==> src/rtl/user_io_spi_host.sv <==
// user_io_spi_host: mode-0 SPI host; sends cmd byte plus 0..4 payload bytes to user_io, captures MISO payload.
// Latency: ss_n falls 1 cycle after start; done pulses HALF_PERIOD*(1+2N) cycles after that (N = 8*(1+len)).
// Backpressure: none; start is taken only when idle (busy=0), otherwise dropped. Optional macro: USER_IO_SPI_HOST_RX_EN.
module user_io_spi_host #(
  parameter int HALF_PERIOD = 4
) (
  input  logic        clk_sys,
  input  logic        reset,
  input  logic        start,
  input  logic [7:0]  cmd,
  input  logic [2:0]  len,
  input  logic [31:0] wdata,
  output logic        busy,
  output logic        done,
  output logic [31:0] rdata,
  output logic        spi_sck,
  output logic        spi_ss_n,
  output logic        spi_mosi,
  input  logic        spi_miso
);

  typedef enum logic [2:0] {IDLE, SETUP, SHIFT_HI, SHIFT_LO, END} state_t;

  localparam logic [7:0] HP = 8'(HALF_PERIOD);

  state_t      state;
  logic [39:0] tx;        // {cmd, wdata}, MSB goes out next
  logic [5:0]  bit_cnt;   // index of the bit currently on the wire
  logic [5:0]  last_bit;  // N-1
  logic [7:0]  div_cnt;
  logic [2:0]  len_c;

  // Payload length above 4 bytes is clamped to 4.
  assign len_c = (len > 3'd4) ? 3'd4 : len;

`ifdef USER_IO_SPI_HOST_RX_EN
  logic [31:0] rx;
  logic [5:0]  next_bit;
  logic [5:0]  rx_idx;

  // Payload bit k (k >= 8, counting from the cmd MSB) lands in rdata[39-k].
  assign next_bit = bit_cnt + 6'd1;
  assign rx_idx   = 6'd39 - next_bit;
  assign rdata    = rx;
`else
  logic unused_miso;

  assign unused_miso = spi_miso;
  assign rdata       = '0;
`endif

  // Transaction sequencer with registered SPI pins and status outputs.
  always_ff @(posedge clk_sys) begin
    if (reset) begin
      state    <= IDLE;
      spi_sck  <= 1'b0;
      spi_ss_n <= 1'b1;
      spi_mosi <= 1'b0;
      busy     <= 1'b0;
      done     <= 1'b0;
      tx       <= '0;
      bit_cnt  <= '0;
      last_bit <= '0;
      div_cnt  <= '0;
`ifdef USER_IO_SPI_HOST_RX_EN
      rx       <= '0;
`endif
    end else begin
      case (state)
        // END is the done cycle; it behaves like IDLE so a start right after done is accepted.
        IDLE, END: begin
          done <= 1'b0;
          if (start) begin
            state    <= SETUP;
            tx       <= {cmd, wdata};
            last_bit <= {len_c, 3'b111};
            bit_cnt  <= '0;
            div_cnt  <= '0;
`ifdef USER_IO_SPI_HOST_RX_EN
            rx       <= '0;
`endif
          end else begin
            state <= IDLE;
          end
        end
        // The start edge itself is spent here too, so SETUP spans HALF_PERIOD+1 cycles
        // and the pins show the select phase for exactly HALF_PERIOD of them.
        SETUP: begin
          spi_ss_n <= 1'b0;
          busy     <= 1'b1;
          spi_mosi <= tx[39];
          if (div_cnt == HP) begin
            state   <= SHIFT_HI;
            spi_sck <= 1'b1;
            div_cnt <= '0;
          end else begin
            div_cnt <= div_cnt + 8'd1;
          end
        end
        SHIFT_HI: begin
          if (div_cnt == HP - 8'd1) begin
            state    <= SHIFT_LO;
            spi_sck  <= 1'b0;
            div_cnt  <= '0;
            tx       <= {tx[38:0], 1'b0};
            // After the last bit MOSI returns low for the hold phase.
            spi_mosi <= (bit_cnt == last_bit) ? 1'b0 : tx[38];
          end else begin
            div_cnt <= div_cnt + 8'd1;
          end
        end
        SHIFT_LO: begin
          if (div_cnt == HP - 8'd1) begin
            div_cnt <= '0;
            if (bit_cnt == last_bit) begin
              state    <= END;
              spi_ss_n <= 1'b1;
              busy     <= 1'b0;
              done     <= 1'b1;
              bit_cnt  <= '0;
            end else begin
              state   <= SHIFT_HI;
              spi_sck <= 1'b1;
              bit_cnt <= bit_cnt + 6'd1;
`ifdef USER_IO_SPI_HOST_RX_EN
              // MISO is sampled on the edge raising SCK; cmd-byte bits are dropped.
              if (next_bit >= 6'd8) rx[rx_idx[4:0]] <= spi_miso;
`endif
            end
          end else begin
            div_cnt <= div_cnt + 8'd1;
          end
        end
        default: state <= IDLE;
      endcase
    end
  end

endmodule

==> config.mk <==
export PLATFORM = sky130hd
export DESIGN_NAME = user_io_spi_host
export DESIGN_NICKNAME = d
export VERILOG_FILES = /design/src/rtl/user_io_spi_host.sv
export SDC_FILE = /design/constraint.sdc
export NUM_CORES = 1
export LEC_CHECK = 0
export ABC_AREA = 1
export CORE_MARGIN = 2
export CORE_UTILIZATION = 50
export DETAILED_ROUTE_END_ITERATION = 8
export DONT_BUFFER_PORTS = 1
export GPL_ROUTABILITY_DRIVEN = 0
export HOLD_SLACK_MARGIN = 0.02
export PLACE_DENSITY = 0.76
export SYNTH_ARGS = -nofsm -noshare
export SYNTH_HDL_FRONTEND = slang
export SYNTH_SLANG_ARGS = --single-unit
==> constraint.sdc <==
create_clock -name clk_sys -period 2.05 [get_ports clk_sys]
set_input_delay 0.205 -clock clk_sys [delete_from_list [all_inputs] [get_ports clk_sys]]
set_output_delay 0.205 -clock clk_sys [all_outputs]
set_load 0.1 [all_outputs]
; After elaboration in Yosys (flattened, before gate mapping)
; Cells that the tools add are included.
[word_totals]
register_bits = 68
in_bits = 47
out_inout_bits = 37
[classes]
n_addsub = 2
n_lt_le_gt_ge = 1
eq_ne = 13
mux = 33
n_reduce_logical = 18
[op_table]
columns = operator, n
row1 = $mux W40, 2
row2 = $pmux W40 S2, 1
row3 = $mux W8, 3
row4 = $pmux W8 S3, 1
row5 = $mux W6, 3
row6 = $mux W3, 5
row7 = $reduce_and A3 Y1, 5
row8 = $ne A2 B2 Y1 const B, 6
row9 = $pmux W3 S4, 1
row10 = $pmux W6 S2, 1
row11 = $mux W1, 11
row12 = $add A8 B1 Y8 const B, 1
row13 = $eq A8 B2 Y1 const B, 1
row14 = $eq A8 B3 Y1 const B, 1
row15 = $pmux W1 S2, 4
row16 = $reduce_bool A2 Y1, 4
row17 = $add A6 B1 Y6 const B, 1
row18 = $eq A3 B2 Y1 const B, 2
row19 = $eq A6 B6 Y1, 1
row20 = $reduce_and A2 Y1, 3
row21 = $reduce_bool A3 Y1, 2
row22 = $reduce_and A5 Y1, 1
row23 = $reduce_or A2 Y1, 2
row24 = $eq A3 B1 Y1 const B, 1
row25 = 4 further kinds, 4

; Depth between registers and ports, before layout
[depth]
depth_word = 4
depth_mapped = 11

; Worst setup path after synthesis
; OpenSTA, ideal clock, no wires.
[synth_path]
kind = register to register
start = register div_cnt[0]
end = register div_cnt[1]
setup_time_ns = 0.110
t_arrival_ns = 1.405
required_time_ns = 1.940
slack_ns = 0.536
stages_incl_launch_ff = 10
n_path_buf = 0
synth_period_minus_slack_ns = 1.514
path_cell_list = dfxtp_1 ha_1 nand3_1 inv_1 nand2_1 o21ai_1 nand2_1 a21o_1 nand2_1 inv_1
[synth_between]
elab_chain_cells = 3
[synth_rtl]
columns = item, line
row1 = "start, declared", 30  ; logic [7:0] div_cnt;
row2 = "start signal, assigned", 97  ; div_cnt <= div_cnt + 8'd1;
row3 = "start signal, assigned", 109  ; div_cnt <= div_cnt + 8'd1;
row4 = "start signal, assigned", 131  ; div_cnt <= div_cnt + 8'd1;
row5 = $add A8 B1 Y8 (tied with other cells), "97, 109, 131"
row6 = $mux W8 (on tied branches), "101, 113, 92"
row7 = $pmux W8 S3 *, 69  ; case (state)
; Mark *: on every way between the ends. The rest lies on a longest branch, timed or not.
; A chain may end at the register's enable or synchronous reset.

; Worst setup path in the final report
[layout_path]
start = register state[0]
end = register last_bit[3]
[layout_between]
elab_chain_cells = 3
[layout_rtl]
columns = item, line
row1 = "start, declared", 26  ; state_t state;
row2 = "start signal, assigned", 55  ; state <= IDLE;
row3 = "start signal, assigned", 74  ; state <= SETUP;
row4 = "start signal, assigned", 83  ; state <= IDLE;
row5 = $eq A3 B3 Y1 / $logic_not A3 Y1 (equally long branches), 69
row6 = $reduce_or A2 Y1 *, 69
row7 = $reduce_and A2 Y1 (no line) *, n/a
row8 = "end signal, assigned", 76  ; last_bit <= {len_c, 3'b111};
row9 = "end, declared", 29  ; logic [5:0] last_bit;
; Marked as above.

==> key figures <==
Layout
  – Final nets: ~560
  – Layout Area Growth over Synthesis: 6.15%
  – Register area: approximately 1300 µm²
  – Multi-input gate area: between 1500 and 2000 µm²
  – Antenna diode count: 0
  – Fin util: 54.3%
  – Share of cells above drive strength 1: ~6.6%
  – Filler cell count: 658

Worst setup path
  – Worst EP arrival: roughly 2100 ps
  – CP Capture Type: flop
  – CP required: 2340 ps
  – Crit start category: flop
  – Classification of the worst setup path: reg2reg
  – R2R cell count: 6
  – Worst-path fanout max: 8

Synth
  – Avg Synthesized Cell Area: 6.73 µm²
  – Yosys cell types: 29
  – Area leader, netlist: dfxtp_1
  – Post-synth EDFFs: 0
  – Most frequent cell after synthesis: nand2_1
  – Asr flop ratio synth: 0%
  – Share of the synthesized area in the top cell type: a little under two fifths
  – Post-synthesis cell area: approximately 3500 µm²
  – Synth warn: 0
  – FF+latch count, synth: 66
  – Post-synthesis sequential area ratio: 38.2%
  – Most used DFF post-synth: dfxtp_1
  – Top cells by count, synth: nand2_1, o21ai_0, inv_1
  – Area contributors post-synth: dfxtp_1, o21ai_0, nand2_1, a21oi_1, inv_1
  – Gate Count Post-Synth: slightly above 500

Clocking
  – CTS H-tree lvls: 3
  – Post-CTS sizing: 0
  – Worst skew pair latency: around 350 ps
  – Maximum root-to-sink buffer count: 2
  – TritonCTS clock tree: done
  – CTS clk-pin slew, worst paths: 70 ps
  – TritonCTS Buffers: 9
  – CTS Sinks: 66
  – CTS Root Cell: clkbuf_8

Routing
  – Routed Antenna Nets: 0
  – Initial DRC count: about 140
  – Vias: between 2000 and 3000
  – Final WL: ~6600 µm
  – DRC violations left: 0
  – Via density: roughly 5.0
  – 1st-pass router iterations: 4
  – Wire length per cell: 11.1 µm

GRT
  – First-pass GRT wire length: approximately 11000 µm
  – Number of global-route vias before repair: about 2700
  – Largest net degree at the start of global routing: 79
  – Initial antenna violation count: 0
  – Congestion Overflow GR: 0
  – GRT Overall Usage: 18.6%

Run
  – Max Cap Viol: 0

STA
  – RSZ-0062 raised after global routing: false
  – Final Hold Violating Endpoints: 0
  – Max Fclk: approximately 560 MHz
  – Min Clock Period, post-route: roughly 1800 ps
  – Worst Skew: between 6 and 7 ps
  – Setup TNS: 0 ps
  – Setup violations, final: 0
  – Crit share post-route: between 80% and 90%
  – Slew Viols, Final: 0

Floorplanning
  – IO Pins: 84
  – Floorplan row count: 30
  – Core area: between 6000 and 7000 µm²
  – Die Height: approximately 87 µm
  – Starting Density: between 50 and 60%
  – Die area: between 7000 and 8000 µm²
  – Die X: slightly below 90 µm

Place
  – Hpwl dp: 4450 µm
  – Buffers on Ports: 0

Status
  – Status: complete, no violations

Hold path
  – Hold depth: 2
  – Hold crit path type: in2reg

Pwr
  – Maximum VDD drop: 0.850 mV
  – Pwr dens: 1520 nW/µm²
  – Leakage: around 0.0017 µW
==> cell type report <==
cell class / count / area share, %
Tap cell: 80 / 2.73
Clock inverter: 6 / 2.42
Clock buffer: 10 / 3.75
Inverter: 77 / 7.87
Timing Repair Buffer: 12 / 3.68
Multi-Input combinational cell: 348 / 43.6
Sequential cell: 66 / 36.0
==> cell families after synthesis <==
family / share of synthesized area, %
AOI/OAI and AO/OA: 22.1
and+or+nand+nor: 19.3
buffers and inverters: 18.9
DFF: 38.2
adders and majority gates: 1.09
xor gates and xnor gates: 0.253
other: 0.108
==> through the flow <==
| step | std cells | cell area (µm²) | power, µW | worst slack [ps] | hold slack, ps |
|---|---|---|---|---|---|
| final | 599 | 3670 | 5580 | 250 | 43.1 |
| after global routing | 599 | 3670 | 6050 | 137 | 29.9 |
| after CTS | 599 | 3670 | 5630 | 268 | 21.4 |
| after detailed placement | 580 | 3410 | 4370 | 286 | 279 |
| after global placement | 580 | 3410 | 4290 | 333 | 277 |
| after floorplan | 545 | 3570 | 4050 | 536 | 284 |
==> per-layer routing <==
layer	vias up	part of all wire (%)	GRT usage, %
li1	1574	-	-
met2	79	47	30.5
met5	-	0	0
met1	1306	45	22.5
met3	10	6.4	7.30
met4	0	1.3	5.59
==> state kept, by name, summed over array words and instances, names as in the netlist, 3 cells and up <==
signal    count
div_cnt       8
state         3
last_bit      4
bit_cnt       6
tx           40
==> critical path, stage by stage (launching register included) <==
cell           delay, ps
dfxtp_1              360
nor2_1               150
nand2_1              230
inv_1                200
nand3_1              110
a21oi_1              130
dlygate4sd3_1        560
==> where the power goes <==
| part | total [µW] | leakage [µW] | switching [µW] | internal (µW) |
|---|---|---|---|---|
| registers | 1890 | 0.000543 | 169 | 1730 |
| logic | 2460 | 0.00102 | 1770 | 685 |
| clock network | 1230 | 0.000109 | 509 | 719 |
| total | 5580 | 0.00167 | 2450 | 3130 |
==> worst paths after layout <==
check	startpoint	to	slack [ps]
worst max register to register	state[0]	last_bit[3]	250
worst min register to register	tx[22]	tx[22]	450
worst min-delay path	wdata[0]	tx[0]	40
worst max-delay path	state[0]	last_bit[3]	250
==> repair_timing <==
action / CTS / global route
setup endpoints to repair: 0 / 0
endpoints found under the hold margin: 10 / 0
setup buffers: 0 / 0
hold buffers: 3 / 0
==> placed cells by master (no fill, tap or decap), types with 3 or more instances in the layout <==
cell and count:
o21ai_1 5, dfxtp_1 66, o211ai_1 3, nand2_1 100, a21oi_1 56, conb_1 32
o21ai_0 83, clkbuf_8 10, inv_1 74, buf_4 6, nor2_1 31, ha_1 3
dlygate4sd3_1 3, buf_12 3, nand3_1 19, inv_2 3, nor3_1 3
No activity file was read; power rests on OpenSTA's default activity.
